`src/rtl/input_debouncer.sv`:
```
// input_debouncer: synchronizes a raw asynchronous input and only lets a new
// level through to clean_o after it has been seen for DEBOUNCE_CYCLES
// consecutive synchronized cycles. Aborted transitions are reported as
// glitches: a one-cycle pulse plus a saturating counter.
module input_debouncer #(
    parameter int SYNC_STAGES     = 2,
    parameter int DEBOUNCE_CYCLES = 4,
    parameter int RESET_LEVEL     = 0,
    parameter int GLITCH_W        = 8
) (
    input  logic                clk,
    input  logic                rst,
    input  logic                raw_i,
    input  logic                glitch_clr_i,
    output logic                clean_o,
    output logic                stable_o,
    output logic                glitch_o,
    output logic [GLITCH_W-1:0] glitch_cnt_o
);

    localparam int CNT_W = $clog2(DEBOUNCE_CYCLES + 1);
    localparam logic RST_LVL = (RESET_LEVEL != 0) ? 1'b1 : 1'b0;
    localparam logic [CNT_W-1:0] CNT_ZERO = {CNT_W{1'b0}};
    localparam logic [CNT_W-1:0] CNT_ONE = CNT_W'(1);
    // Last count value before the new level is accepted.
    localparam logic [CNT_W-1:0] CNT_LAST = CNT_W'(DEBOUNCE_CYCLES - 1);
    localparam logic [GLITCH_W-1:0] GCNT_ZERO = {GLITCH_W{1'b0}};
    localparam logic [GLITCH_W-1:0] GCNT_MAX = {GLITCH_W{1'b1}};

    typedef enum logic [1:0] {
        STABLE_LOW  = 2'd0,
        CHECK_HIGH  = 2'd1,
        STABLE_HIGH = 2'd2,
        CHECK_LOW   = 2'd3
    } state_t;

    localparam state_t RESET_STATE = RST_LVL ? STABLE_HIGH : STABLE_LOW;

    // Saturating increment for the glitch counter.
    function automatic logic [GLITCH_W-1:0] sat_inc(input logic [GLITCH_W-1:0] v);
        logic [GLITCH_W-1:0] r;
        if (v == GCNT_MAX) begin
            r = v;
        end else begin
            r = v + {{(GLITCH_W-1){1'b0}}, 1'b1};
        end
        return r;
    endfunction

    logic [SYNC_STAGES-1:0] sync_q, sync_d;
    state_t                 state_q, state_d;
    logic [CNT_W-1:0]       cnt_q, cnt_d;
    logic                   clean_q, clean_d;
    logic                   stable_q, stable_d;
    logic                   glitch_q, glitch_d;
    logic [GLITCH_W-1:0]    gcnt_q, gcnt_d;
    logic                   sync_s;

    assign sync_s = sync_q[SYNC_STAGES-1];

    // Synchronizer chain: shift raw_i in at stage 0.
    always_comb begin
        sync_d = {sync_q[SYNC_STAGES-2:0], raw_i};
    end

    // Debounce FSM: next state, run counter, clean level and glitch event.
    always_comb begin
        state_d  = state_q;
        cnt_d    = cnt_q;
        clean_d  = clean_q;
        glitch_d = 1'b0;
        case (state_q)
            STABLE_LOW: begin
                if (sync_s) begin
                    if (DEBOUNCE_CYCLES == 1) begin
                        state_d = STABLE_HIGH;
                        clean_d = 1'b1;
                        cnt_d   = CNT_ZERO;
                    end else begin
                        state_d = CHECK_HIGH;
                        cnt_d   = CNT_ONE;
                    end
                end else begin
                    cnt_d = CNT_ZERO;
                end
            end
            CHECK_HIGH: begin
                if (sync_s) begin
                    if (cnt_q == CNT_LAST) begin
                        state_d = STABLE_HIGH;
                        clean_d = 1'b1;
                        cnt_d   = CNT_ZERO;
                    end else begin
                        cnt_d = cnt_q + CNT_ONE;
                    end
                end else begin
                    state_d  = STABLE_LOW;
                    cnt_d    = CNT_ZERO;
                    glitch_d = 1'b1;
                end
            end
            STABLE_HIGH: begin
                if (!sync_s) begin
                    if (DEBOUNCE_CYCLES == 1) begin
                        state_d = STABLE_LOW;
                        clean_d = 1'b0;
                        cnt_d   = CNT_ZERO;
                    end else begin
                        state_d = CHECK_LOW;
                        cnt_d   = CNT_ONE;
                    end
                end else begin
                    cnt_d = CNT_ZERO;
                end
            end
            CHECK_LOW: begin
                if (!sync_s) begin
                    if (cnt_q == CNT_LAST) begin
                        state_d = STABLE_LOW;
                        clean_d = 1'b0;
                        cnt_d   = CNT_ZERO;
                    end else begin
                        cnt_d = cnt_q + CNT_ONE;
                    end
                end else begin
                    state_d  = STABLE_HIGH;
                    cnt_d    = CNT_ZERO;
                    glitch_d = 1'b1;
                end
            end
            default: begin
                state_d = RESET_STATE;
                cnt_d   = CNT_ZERO;
                clean_d = RST_LVL;
            end
        endcase
        stable_d = (state_d == STABLE_LOW) || (state_d == STABLE_HIGH);
    end

    // Glitch counter: clear wins over a coincident increment.
    always_comb begin
        if (glitch_clr_i) begin
            gcnt_d = GCNT_ZERO;
        end else if (glitch_d) begin
            gcnt_d = sat_inc(gcnt_q);
        end else begin
            gcnt_d = gcnt_q;
        end
    end

    // State and output registers with asynchronous reset.
    always_ff @(posedge clk or posedge rst) begin
        if (rst) begin
            sync_q   <= {SYNC_STAGES{RST_LVL}};
            state_q  <= RESET_STATE;
            cnt_q    <= CNT_ZERO;
            clean_q  <= RST_LVL;
            stable_q <= 1'b1;
            glitch_q <= 1'b0;
            gcnt_q   <= GCNT_ZERO;
        end else begin
            sync_q   <= sync_d;
            state_q  <= state_d;
            cnt_q    <= cnt_d;
            clean_q  <= clean_d;
            stable_q <= stable_d;
            glitch_q <= glitch_d;
            gcnt_q   <= gcnt_d;
        end
    end

    assign clean_o      = clean_q;
    assign stable_o     = stable_q;
    assign glitch_o     = glitch_q;
    assign glitch_cnt_o = gcnt_q;

endmodule

```
`config.mk`:
```
export PLATFORM = sky130hd
export DESIGN_NAME = input_debouncer
export DESIGN_NICKNAME = d
export VERILOG_FILES = /design/src/rtl/input_debouncer.sv
export SDC_FILE = /design/constraint.sdc
export NUM_CORES = 1
export LEC_CHECK = 0
export BUFFER_PORTS_ARGS = -buffer_cell sky130_fd_sc_hd__buf_2
export CAP_MARGIN = 15
export CORE_UTILIZATION = 25
export DETAILED_ROUTE_END_ITERATION = 8
export PLACE_DENSITY = 0.44
export SLEW_MARGIN = 20
export SYNTH_ARGS = -nofsm -noshare
export SYNTH_HDL_FRONTEND = slang
export SYNTH_SLANG_ARGS = --single-unit
```
`constraint.sdc`:
```
create_clock -name clk -period 3.2 [get_ports clk]
set_input_delay 0.64 -clock clk [delete_from_list [all_inputs] [get_ports clk]]
set_output_delay 0.64 -clock clk [all_outputs]
set_load 0.05 [all_outputs]
```
# ---- Word level (Yosys, flattened, before mapping)
# Index checks and enable logic that the tools add are counted.
dict set report totals {
  register_bits 18
  inputBits 4
  out_inout_bits 11
  word_cells 51
}
dict set report classes {
  add_sub_neg 2
  n_eq_ne 11
  n_mux 24
  reduce_logical 7
}
# op count
set ops {}
lappend ops {{8-bit two-way mux} 3}
lappend ops {{2-bit two-way mux} 6}
lappend ops {{3-bit case mux with 4 select lines} 1}
lappend ops {{2-bit != test, second input constant} 5}
lappend ops {{3-bit two-way mux} 3}
lappend ops {{8-bit by 1-bit adder with 8-bit output, second input constant} 1}
lappend ops {{8-bit equality test, second input constant} 1}
lappend ops {{1-bit two-way mux} 8}
lappend ops {{2-bit case mux with 4 select lines} 1}
lappend ops {{2-bit equality test, second input constant} 3}
lappend ops {{5-bit AND reduction} 1}
lappend ops {{2-bit zero test} 2}
lappend ops {{1-bit case mux with 2 select lines} 2}
lappend ops {{2-bit nonzero test} 2}
lappend ops {{3-bit by 1-bit adder with 3-bit output, second input constant} 1}
lappend ops {{3-bit by 2-bit equality test with 1-bit output, second input constant} 1}
lappend ops {{2-bit by 1-bit equality test with 1-bit output, second input constant} 1}
lappend ops {{2-bit AND reduction} 1}
lappend ops {{1-bit logical OR} 1}

# ---- Depth between registers and ports, before layout
# Gate-level depths: netlist of run 1.
dict set report depth {
  word_depth 6
  mapped_depth 6
}

# ---- Worst setup path before layout of run 1
# OpenSTA, ideal clock, no wires.
dict set report synth_timing {
  path_type {reg2reg}
  from {register gcnt_q[0], in the netlist glitch_cnt_o[0]}
  to {register gcnt_q[3], in the netlist glitch_cnt_o[3]}
  setup_ps 78
  t_arrival_ps 1717
  required_ps 3122
  setup_slack_ps 1405
  path_stages_with_launch 7
  cell_sequence {dfrtp_1 -> ha_1 -> nand3_1 -> o211ai_2 -> buf_6 -> or3_1 -> a21oi_1}
}
dict set report synth_between {
  elab_chain_len 4
  elab_cells_between_ends 7
  cone_classes {add/sub (1); eq/ne (2); mux (3); reduce/logical (1)}
}
# item line_no
set synth_rtl {}
lappend synth_rtl {{start, declared} 56} ;# logic [GLITCH_W-1:0] gcnt_q, gcnt_d;
lappend synth_rtl {{start signal, assigned} 168} ;# gcnt_q <= gcnt_d;
lappend synth_rtl {{8-bit by 1-bit adder with 8-bit output} 45} ;# r = v + {{(GLITCH_W-1){1'b0}}, 1'b1};
lappend synth_rtl {{8-bit two-way mux} 42} ;# if (v == GCNT_MAX) begin
lappend synth_rtl {{8-bit two-way mux} 144} ;# end else if (glitch_d) begin
lappend synth_rtl {{8-bit two-way mux} 142} ;# if (glitch_clr_i) begin
# Parallel ways exist; a longest one is shown, timed or not. The select of a mux whose other input is x is not followed.
# A chain may end at the register's enable or synchronous reset.

# ---- Worst setup path in the final report of run 1
dict set report layout_timing {
  from {register gcnt_q[0], in the netlist glitch_cnt_o[0]}
  to {register gcnt_q[5], in the netlist glitch_cnt_o[5]}
}
# The elaborated chain is that of the path after synthesis.

==> results of run 1 <==
## layout by cell type (no fill, tap or decap), drive strengths merged
cell type / synthesis / final
mux2i: 1 / 1
o31ai: 3 / 3
mux2: 1 / 1
clkbuf: 0 / 4
o21ai: 6 / 6
nor3b: 1 / 1
nand3b: 1 / 1
inv: 5 / 5
nand3: 4 / 4
a21oi: 7 / 7
ha: 2 / 2
dfrtp: 17 / 17
xnor2: 1 / 1
dfstp: 1 / 1
buf: 2 / 14
nor2: 4 / 4
xor2: 2 / 2
or3: 3 / 3
nand4: 1 / 1
nand2: 5 / 5
o211ai: 1 / 1
and2: 1 / 1
or4: 3 / 3
## sequential cells by signal, summed over array words and instances, names as in the netlist
register      cells
state_q           2
cnt_q             3
sync_q            2
glitch_o          1
clean_o           1
stable_o          1
glitch_cnt_o      8
## cells by family after synthesis
family	count (synthesis)
and+or+nand+nor	23
DFF	18
AOI/OAI and AO/OA	17
buffers and inverters	7
xor gates and xnor gates	3
muxes	2
adders and majority gates	2
## layout make-up
| type | count | share of cell area [%] |
|---|---|---|
| timing repair buffer | 14 | 7.56 |
| inverter | 5 | 2.02 |
| tap | 44 | 5.94 |
| clock buffer | 4 | 2.83 |
| multi-input combinational | 47 | 32.9 |
| sequential | 18 | 48.7 |
## per-stage QoR
step           total power, mW  instances  util (%)
6_report                 0.662        132      30.6
5_1_grt                  0.713        132      30.6
4_1_cts                  0.675        132      30.6
3_5_place_dp             0.552        128      29.8
3_3_place_gp             0.550        128      29.8
2_1_floorplan            0.514         72         -
## how the worst max path moves through the flow
stage	slack [ns]	endpoint	start
final	1.44	glitch_cnt_o[5]$_DFFE_PP0P_	glitch_cnt_o[0]$_DFFE_PP0P_
after global placement	1.49	glitch_cnt_o[5]$_DFFE_PP0P_	glitch_cnt_o[0]$_DFFE_PP0P_
after CTS	1.43	glitch_cnt_o[5]$_DFFE_PP0P_	glitch_cnt_o[0]$_DFFE_PP0P_
after global routing	1.24	glitch_cnt_o[5]$_DFFE_PP0P_	glitch_cnt_o[0]$_DFFE_PP0P_
after detailed placement	1.47	glitch_cnt_o[5]$_DFFE_PP0P_	glitch_cnt_o[0]$_DFFE_PP0P_
after floorplan	1.40	glitch_cnt_o[3]$_DFFE_PP0P_	glitch_cnt_o[0]$_DFFE_PP0P_
## power breakdown
group          leakage, nW  internal [mW]  switching (mW)
clock               0.0150         0.0484          0.0692
combinational        0.176         0.0682           0.158
sequential           0.231          0.278          0.0396
total                0.421          0.395           0.267
## layer usage
layer / vias to the layer above / track usage, % / routed length [um] / part of all wire (%)
met2: 15 / 15.8 / 654 / 46
li1: 289 / - / - / -
met4: 0 / 2.04 / 13 / 0.92
met3: 2 / 4.24 / 84 / 5.9
met1: 266 / 12.1 / 663 / 47
met5: - / 0 / 0 / 0
==> qor.csv, run 1 <==
stage,metric,value,unit
floorplan,core-area,3030,um^2
worst_setup_path,arrival,2.00,ns
sta,setup_tns,0,ns
yosys,ys.flop_type,dfrtp_1,
yosys,synth_async_sr_flop_share,100,%
worst_setup_path,reg2reg_setup_slack,1.44,ns
worst_setup_path,cp_slowest_stage_delay,0.53,ns
placement,io_buffers,14,
routing,routedWlPerCell,10.7,um
routing,drtIter0Drc,25,
yosys,ys_seq_elements,18,
placement,post-place-ws,1.47,ns
yosys,synth-seq-area-share,57.1,%
yosys,syn_avg_cell_area,11.0,um^2
yosys,synthTopCellsByArea,"dfrtp_1 (54%), a21oi_1 (4.4%), o21ai_0 (3.8%)",
worst_setup_path,crit_required,3.43,ns
yosys,synth-xor-area-share,4.27,%
worst_setup_path,path_cells,ha_1 -> nand3_1 -> o211ai_2 -> or4_1 -> a21oi_1,
power,leakage,0.421,nW
min_path,worst_hold_startpoint,sync_q[0]$_DFF_PP0_,
placement,gp_routability_congestion,0.716,
worst_setup_path,reg2reg_from,glitch_cnt_o[0]$_DFFE_PP0P_,
yosys,synthesis.area,791,um^2
run_status,outcome,finished clean,
global_routing,grt_pass1_wl,2490,um
placement,place_hpwl,1020,um
sta,timing.hold.ws,0.365,ns
worst_setup_path,cp_num_buf_inv,0,
worst_setup_path,crit_cells,5,
sta,min_period_over_period,55.1,%
global_routing,antenna_found_initial,0,
yosys,syn_nets,78,
power,ir_drop,298,uV
worst_setup_path,slowest_stage,or4_1,
sta,timing.final.setup_violations,0,
sta,clock_skew,0.0173,ns
global_routing,grt_start_max_net_pins,19,
yosys,synth-simple-area-share,15.8,%
worst_setup_path,start_kind,register,
sta,fmax,567,MHz
routing,ant_nets,0,
floorplan,start_util,26.1,%
final_layout,multi_input_area,305,um^2
global_routing,grt_usage,9.76,%
final_layout,fin_area,927,um^2
yosys,synth.top_cell.area_share,53.8,%
routing,vias,572,
routing,post-route-drc-count,0,
global_routing,grt-ovfl-total,0,
sta,maxSlewHeadroom,54.8,%
yosys,muxShareOfSynthArea,2.69,%
worst_setup_path,path_class,reg2reg,
clock_tree,clkLatencyLatePin,0.30,ns
clock_tree,cts_tree,built,
worst_setup_path,crit_family,simple AND/OR/NAND/NOR gates,
final_layout,seq_area,452,um^2
worst_setup_path,reg2reg_depth,5,
worst_setup_path,setup.worst_path.end_class,register,
power,p_per_area,714,nW/um^2
yosys,synth_commonest_cells,"dfrtp_1 (17), a21oi_1 (7), o21ai_0 (6)",
floorplan,dieArea,3390,um^2
floorplan,die-height,58.2,um
clock_tree,clockBufferDepth,2,
yosys,synth_top_area_cell,dfrtp_1,
routing,dr.pass1.iters,4,
yosys,synth_cells,72,
clock_tree,cts_resized,0,
final_layout,drive_above_1_share,26.1,%
floorplan,pin_count,15,
floorplan,die_x,58.2,um
final_layout,final_nets,95,
min_path,worst_hold_path.endpoint,sync_q[1]$_DFF_PP0_,
final_layout,num_antenna_cells,0,
placement,placed_area,901,um^2
routing,routed_wl,1420,um
final_layout,syn_to_final_growth,17.2,%
floorplan,rows,20,
yosys,ys_warn_count,0,
clock_tree,cts_setup_buffers,0,
clock_tree,hold_buffers,0,
min_path,hp-class,reg2reg,
min_path,holdPathStages,0,
clock_tree,cts.clk_slew.worst_paths,0.11,ns
clock_tree,h-tree-depth,1,
yosys,synth_compound_area_share,12.7,%
clock_tree,cts.sinks,18,
yosys,synth_adder_area_share,3.16,%
yosys,synth_edf_count,0,
sta,post-route-min-period,1.76,ns
worst_setup_path,r2r-end,glitch_cnt_o[5]$_DFFE_PP0P_,
yosys,synth_cell_types,24,
job,drv_cap,0,
routing,viasPerCell,4.33,
sta,hold_viol,0,
global_routing,grt_pass1_vias,559,
worst_setup_path,crit_fanout,14,
clock_tree,cts_root_buf,clkbuf_4,
sta,fin_ws,1.44,ns
final_layout,fillers,304,
yosys,yosysMostFrequentCell,dfrtp_1,
sta,rsz0062_at_grt,false,
sta,worst_pin_slew,0.678,ns
yosys,synth_top_family_by_area,simple AND/OR/NAND/NOR gates,
sta,slew_violations,0,
clock_tree,numCtsBuffers,3,
Note: power is estimated with default switching activity, not from simulation.
==> inputs of run 2 (changes only) <==
--- a/config.mk
+++ b/config.mk
@@ -5,11 +5,12 @@
 export SDC_FILE = /design/constraint.sdc
 export NUM_CORES = 1
 export LEC_CHECK = 0
+export ABC_AREA = 1
 export BUFFER_PORTS_ARGS = -buffer_cell sky130_fd_sc_hd__buf_2
 export CAP_MARGIN = 15
 export CORE_UTILIZATION = 25
 export DETAILED_ROUTE_END_ITERATION = 8
-export PLACE_DENSITY = 0.44
+export PLACE_DENSITY = 0.45
 export SLEW_MARGIN = 20
 export SYNTH_ARGS = -nofsm -noshare
 export SYNTH_HDL_FRONTEND = slang
==> constraint.sdc (replaced) <==
create_clock -name clk -period 1.6 [get_ports clk]
set_input_delay 0.32 -clock clk [delete_from_list [all_inputs] [get_ports clk]]
set_output_delay 0.32 -clock clk [all_outputs]
set_load 0.05 [all_outputs]
==> qor.csv, run 2 <==
stage,metric,value,unit,change
sta,clock_skew,0.0123,ns,-0.00505 ns
sta,hold_viol,0,,unchanged
yosys,synthTopCellsByArea,"dfrtp_1 (48%), nand2_1 (11%), nand3_1 (6.7%)",,
worst_setup_path,setup.worst_path.end_class,output port,,
routing,drtIter0Drc,19,,-24%
yosys,ys_warn_count,0,,unchanged
worst_setup_path,cp_slowest_stage_delay,0.47,ns,-0.06 ns
worst_setup_path,reg2reg_setup_slack,0.24,ns,-1.20 ns
power,fin_total_pwr,1.55,mW,+130%
global_routing,antenna_found_initial,0,,unchanged
sta,post-route-min-period,1.40,ns,
floorplan,die-height,61.7,um,+5.9%
sta,maxSlewHeadroom,77.8,%,+23 points
worst_setup_path,path_class,reg2out,,
worst_setup_path,arrival,1.08,ns,-0.92 ns
global_routing,grt_usage,10.5,%,+0.77 points
yosys,synth_commonest_cells,"nand2_1 (27), dfrtp_1 (17), nand3_1 (12)",,
floorplan,die_x,61.7,um,+5.9%
routing,routed_wl,1760,um,+24%
worst_setup_path,start_kind,register,,
sta,min_period_over_period,87.4,%,
global_routing,grt_pass1_wl,2880,um,+16%
worst_setup_path,slowest_stage,dfrtp_1,,
clock_tree,cts.sinks,18,,unchanged
clock_tree,cts_tree,built,,
floorplan,core-area,3360,um^2,+11%
clock_tree,clockBufferDepth,2,,unchanged
routing,wl_met1,884,um,+33%
yosys,synth_top_area_cell,dfrtp_1,,
worst_setup_path,crit_required,1.28,ns,-2.15 ns
routing,wl_met2,792,um,+21%
yosys,syn_nets,108,,+38%
floorplan,pin_count,15,,unchanged
run_status,outcome,finished clean,,
sta,worst_pin_slew,0.333,ns,-0.345 ns
placement,place_hpwl,1280,um,+26%
routing,dr.pass1.iters,4,,unchanged
final_layout,drive_above_1_share,28.9,%,+2.8 points
sta,timing.final.setup_violations,0,,unchanged
global_routing,grt-ovfl-total,0,,unchanged
worst_setup_path,path_cells,buf_2,,
clock_tree,clkLatencyLatePin,0.30,ns,about the same
yosys,synthesis.area,891,um^2,+13%
routing,post-route-drc-count,0,,unchanged
final_layout,final_common_cell,nand2_1,,
routing,ant_nets,0,,unchanged
routing,viasPerCell,4.28,,-1.2%
power,ir_drop,919,uV,+210%
floorplan,start_util,26.5,%,+0.37 points
yosys,yosysMostFrequentCell,nand2_1,,
sta,rsz0062_at_grt,false,,
clock_tree,h-tree-depth,1,,unchanged
sta,slew_violations,0,,unchanged
final_layout,largest_register_ffs,8,,unchanged
floorplan,rows,21,,+5.0%
global_routing,grt_start_max_net_pins,15,,-4
routing,routedWlPerCell,10.5,um,-1.9%
final_layout,final_cell_mix,"nand2_1 (27), dfrtp_1 (15), buf_2 (14)",,
placement,gp_routability_congestion,0.817,,+14%
worst_setup_path,cp_num_buf_inv,1,,+1
min_path,hp-class,in2reg,,
yosys,synth_cell_types,22,,-8.3%
final_layout,num_antenna_cells,0,,unchanged
clock_tree,cts_root_buf,clkbuf_4,,
yosys,ys.flop_type,dfrtp_1,,
worst_setup_path,crit_fanout,7,,-7
clock_tree,numCtsBuffers,3,,unchanged
job,drv_cap,0,,unchanged
floorplan,dieArea,3810,um^2,+12%
sta,fmax,715,MHz,
yosys,synth_edf_count,0,,unchanged
yosys,synth_async_sr_flop_share,100,%,unchanged
worst_setup_path,crit_family,flip-flops,,
power,leakage,0.517,nW,+23%
yosys,ys_seq_elements,18,,unchanged
yosys,synth.top_cell.area_share,47.8,%,-6.0 points
power,p_per_area,1470,nW/um^2,+110%
yosys,syn_avg_cell_area,8.73,um^2,-20%
clock_tree,cts.clk_slew.worst_paths,0.12,ns,about the same
global_routing,grt_pass1_vias,641,,+15%
yosys,synth_cells,102,,+42%
routing,highest_layer,met4,,
final_layout,final_nets,128,,+35%
yosys,synth-seq-area-share,50.7,%,-6.4 points
placement,io_buffers,14,,unchanged
clock_tree,cts_setup_buffers,0,,unchanged
routing,vias,715,,+25%
sta,setup_tns,0,ns,unchanged
final_layout,syn_to_final_growth,18.4,%,
routing,dr_wl_met3,58,um,-31%
run 2: changes by cell type in the layout (fill, tap and decap cells not counted), sizes merged, moves of 4 or more:
cell	change
nand2	+25
nand3	+10
inv	+7
a21oi	-6
nor2	+5
o21ai	+4
run 2: cell type report:
class	instances	area [um^2]
Fill cell	388	2310
Timing Repair Buffer	16	87.6
Multi-Input combinational cell	70	369
Clock buffer	4	36.3
Sequential cell	18	454
Inverter	13	50.0
Tap cell	46	57.6
run 2: per-layer routing:
| metal | GRT usage, % | vias to the layer above |
|---|---|---|
| met2 | 16.6 | 8 |
| met3 | 2.48 | 2 |
| met1 | 13.4 | 341 |
| li1 | - | 364 |
| met4 | 5.71 | 0 |
| met5 | 0 | - |
run 2: repair_timing:
| action | CTS | global route |
|---|---|---|
| resized for setup | 0 | 0 |
| hold buffers | 1 | 0 |
| hold endpoints to repair | 7 | 0 |
run 2: final timing paths:
kind / endpoint / from / cells past startpoint
min in group asynchronous: glitch_cnt_o[2]$_DFFE_PP0P_ / rst / 3
worst min register to register: sync_q[1]$_DFF_PP0_ / sync_q[0]$_DFF_PP0_ / 0
worst min-delay path: sync_q[0]$_DFF_PP0_ / raw_i / 1
max in group asynchronous: stable_o$_DFF_PP1_ / rst / 4
worst max register to register: glitch_cnt_o[5]$_DFFE_PP0P_ / glitch_cnt_o[0]$_DFFE_PP0P_ / 6
worst max-delay path: glitch_cnt_o[3] / glitch_cnt_o[3]$_DFFE_PP0P_ / 1
run 2: report_power, final:
part | switching [mW] | internal (mW) | leakage (nW)
logic | 0.427 | 0.152 | 0.266
registers | 0.101 | 0.579 | 0.231
clock network | 0.152 | 0.139 | 0.0210
run 2: cell families (layout without fill, tap and decap cells):
kind of cell / after synthesis / in the layout / share of synthesized area (%)
AO/OA/AOI/OAI: 12 / 12 / 9.13
adder cells (fa/ha/maj): 2 / 2 / 2.81
XOR/XNOR: 1 / 1 / 0.983
AND/OR/NAND/NOR: 55 / 55 / 28.5
buffers and inverters: 14 / 33 / 7.86
flip-flops: 18 / 18 / 50.7
run 2: per-stage QoR:
step,util [%],cell area (um^2),hold slack (ns),setup WS (ns),std cells
6_report,31.4,1050,0.127,0.202,167
3_5_place_dp,30.0,1010,0.297,0.253,162
4_1_cts,31.4,1050,0.111,0.189,167
3_3_place_gp,30.0,1010,0.293,0.290,162
5_1_grt,31.4,1050,0.0953,0.104,167
2_1_floorplan,-,893,0.258,0.0950,102
==> inputs of run 3 (changes only) <==
--- a/config.mk
+++ b/config.mk
@@ -8,6 +8,7 @@
 export ABC_AREA = 1
 export BUFFER_PORTS_ARGS = -buffer_cell sky130_fd_sc_hd__buf_2
 export CAP_MARGIN = 15
+export CORE_MARGIN = 8
 export CORE_UTILIZATION = 25
 export DETAILED_ROUTE_END_ITERATION = 8
 export PLACE_DENSITY = 0.45
==> qor.csv, run 3 (synthesis results as in run 2) <==
stage,metric,value,unit,change
routing,ant_nets,0,,unchanged
floorplan,core-area,3390,um^2,+0.78%
sta,fmax,726,MHz,+1.5%
worst_setup_path,reg2reg_setup_slack,0.25,ns,about the same
floorplan,rows,21,,unchanged
sta,hold_viol,0,,unchanged
worst_setup_path,start_kind,register,,
clock_tree,h-tree-depth,1,,unchanged
routing,drtIter0Drc,53,,+34
run_status,outcome,finished clean,,
final_layout,final_common_cell,nand2_1,,
min_path,worst_hold_startpoint,raw_i,,
final_layout,largest_register_ffs,8,,unchanged
routing,viasPerCell,4.07,,-4.9%
power,ir_drop,705,uV,-23%
clock_tree,cts.sinks,18,,unchanged
clock_tree,cts_root_buf,clkbuf_4,,
global_routing,grt_usage,7.15,%,-3.4 points
clock_tree,cts_setup_buffers,0,,unchanged
worst_setup_path,setup.worst_path.end_class,output port,,
worst_setup_path,crit_fanout,1,,-6
clock_tree,cts_resized,0,,unchanged
placement,gp_routability_congestion,0.772,,-5.5%
sta,rsz0062_at_grt,false,,
sta,slew_violations,0,,unchanged
floorplan,start_util,26.3,%,-0.21 points
sta,worst_pin_slew,0.334,ns,+0.000972 ns
global_routing,grt_pass1_wl,3060,um,+6.0%
routing,post-route-drc-count,0,,unchanged
min_path,worst_hold_path.endpoint,sync_q[0]$_DFF_PP0_,,
power,p_per_area,1450,nW/um^2,-1.5%
final_layout,fillers,365,,-5.9%
routing,routed_wl,1690,um,-3.8%
worst_setup_path,cp_num_buf_inv,1,,unchanged
worst_setup_path,cp_slowest_stage_delay,0.52,ns,+0.05 ns
final_layout,final_nets,128,,unchanged
final_layout,syn_to_final_growth,18.4,%,unchanged
sta,min_period_over_period,86.1,%,-1.3 points
worst_setup_path,reg2reg_depth,7,,+1
clock_tree,clkLatencyLatePin,0.30,ns,about the same
routing,routedWlPerCell,10.1,um,-3.8%
power,leakage,0.517,nW,unchanged
worst_setup_path,r2r-end,glitch_cnt_o[3]$_DFFE_PP0P_,,
clock_tree,clockBufferDepth,2,,unchanged
sta,clock_skew,0.0126,ns,+0.000374 ns
worst_setup_path,arrival,1.06,ns,-0.02 ns
worst_setup_path,path_cells,buf_2,,
sta,post-route-min-period,1.38,ns,-0.0203 ns
floorplan,die_x,75.7,um,+23%
clock_tree,numCtsBuffers,3,,unchanged
clock_tree,hold_buffers,1,,unchanged
final_layout,num_antenna_cells,0,,unchanged
floorplan,pin_count,15,,unchanged
floorplan,die-height,75.7,um,+23%
sta,timing.final.setup_violations,0,,unchanged
min_path,hp-class,in2reg,,
final_layout,fin_area,1050,um^2,unchanged
sta,setup_tns,0,ns,unchanged
placement,place_hpwl,1340,um,+4.1%
routing,dr.pass1.iters,4,,unchanged
job,drv_cap,0,,unchanged
sta,timing.hold.ws,0.132,ns,+0.00470 ns
routing,vias,680,,-4.9%
clock_tree,cts_tree,built,,
worst_setup_path,path_class,reg2out,,
global_routing,grt-ovfl-total,0,,unchanged
clock_tree,cts.clk_slew.worst_paths,0.09,ns,-0.03 ns
min_path,holdPathStages,1,,unchanged
sta,maxSlewHeadroom,77.7,%,about the same
floorplan,dieArea,5730,um^2,+51%
final_layout,drive_above_1_share,28.9,%,unchanged
worst_setup_path,crit_required,1.28,ns,about the same
global_routing,grt_pass1_vias,687,,+7.2%
placement,io_buffers,14,,unchanged
worst_setup_path,crit_family,flip-flops,,
final_layout,final_cell_mix,"nand2_1 (27), dfrtp_1 (15), buf_2 (14)",,
worst_setup_path,slowest_stage,dfstp_2,,
worst_setup_path,reg2reg_from,glitch_cnt_o[0]$_DFFE_PP0P_,,
placement,placed_area,1010,um^2,unchanged
global_routing,antenna_found_initial,0,,unchanged
global_routing,grt_start_max_net_pins,15,,unchanged
-- run 3: cell counts in the layout (fill, tap and decap cells not counted) --
No cell type changed its count.
-- run 3: final cells by class --
type | instances | area (um^2) | area share [%]
Inverter | 13 | 50.0 | 4.74
Tap cell | 46 | 57.6 | 5.46
Sequential cell | 18 | 454 | 43.1
Clock buffer | 4 | 36.3 | 3.44
Multi-Input combinational cell | 70 | 369 | 35.0
Timing Repair Buffer | 16 | 87.6 | 8.30
-- run 3: power by group --
group	switching, mW	internal, mW
logic	0.428	0.153
clock network	0.141	0.139
registers	0.0878	0.578
-- run 3: per-layer routing --
layer	part of all wire [%]	global-route usage (%)
met5	0	0
met4	0.89	2.56
met3	7.5	3.55
met2	47	11.5
met1	45	7.98
-- run 3: worst max path at each step --
stage	from	cells past startpoint	end	slack, ns
after floorplan	glitch_cnt_o[0]$_DFFE_PP0P_	8	glitch_cnt_o[3]$_DFFE_PP0P_	0.09
after global placement	glitch_cnt_o[0]$_DFFE_PP0P_	6	glitch_cnt_o[5]$_DFFE_PP0P_	0.28
after detailed placement	glitch_cnt_o[0]$_DFFE_PP0P_	6	glitch_cnt_o[5]$_DFFE_PP0P_	0.25
after CTS	stable_o$_DFF_PP1_	1	stable_o	0.20
after global routing	glitch_cnt_o[0]$_DFFE_PP0P_	7	glitch_cnt_o[5]$_DFFE_PP0P_	0.08
final	stable_o$_DFF_PP1_	1	stable_o	0.22
-- run 3: through the flow --
| stage | utilization, % | cells | power (mW) | setup WS [ns] |
|---|---|---|---|---|
| after floorplan | - | 102 | 1.16 | 0.0950 |
| after global placement | 29.8 | 162 | 1.26 | 0.284 |
| after detailed placement | 29.8 | 162 | 1.27 | 0.252 |
| after CTS | 31.1 | 167 | 1.56 | 0.196 |
| after global routing | 31.1 | 167 | 1.65 | 0.0848 |
| final | 31.1 | 167 | 1.53 | 0.222 |
-- run 3: worst reg2reg max path, delay by kind of cell, from the launching register on --
| family | cells | cell delay, ns |
|---|---|---|
| simple gates | 5 | 0.60 |
| flops | 1 | 0.43 |
| fa+ha+maj | 1 | 0.19 |
| compound gates | 1 | 0.06 |
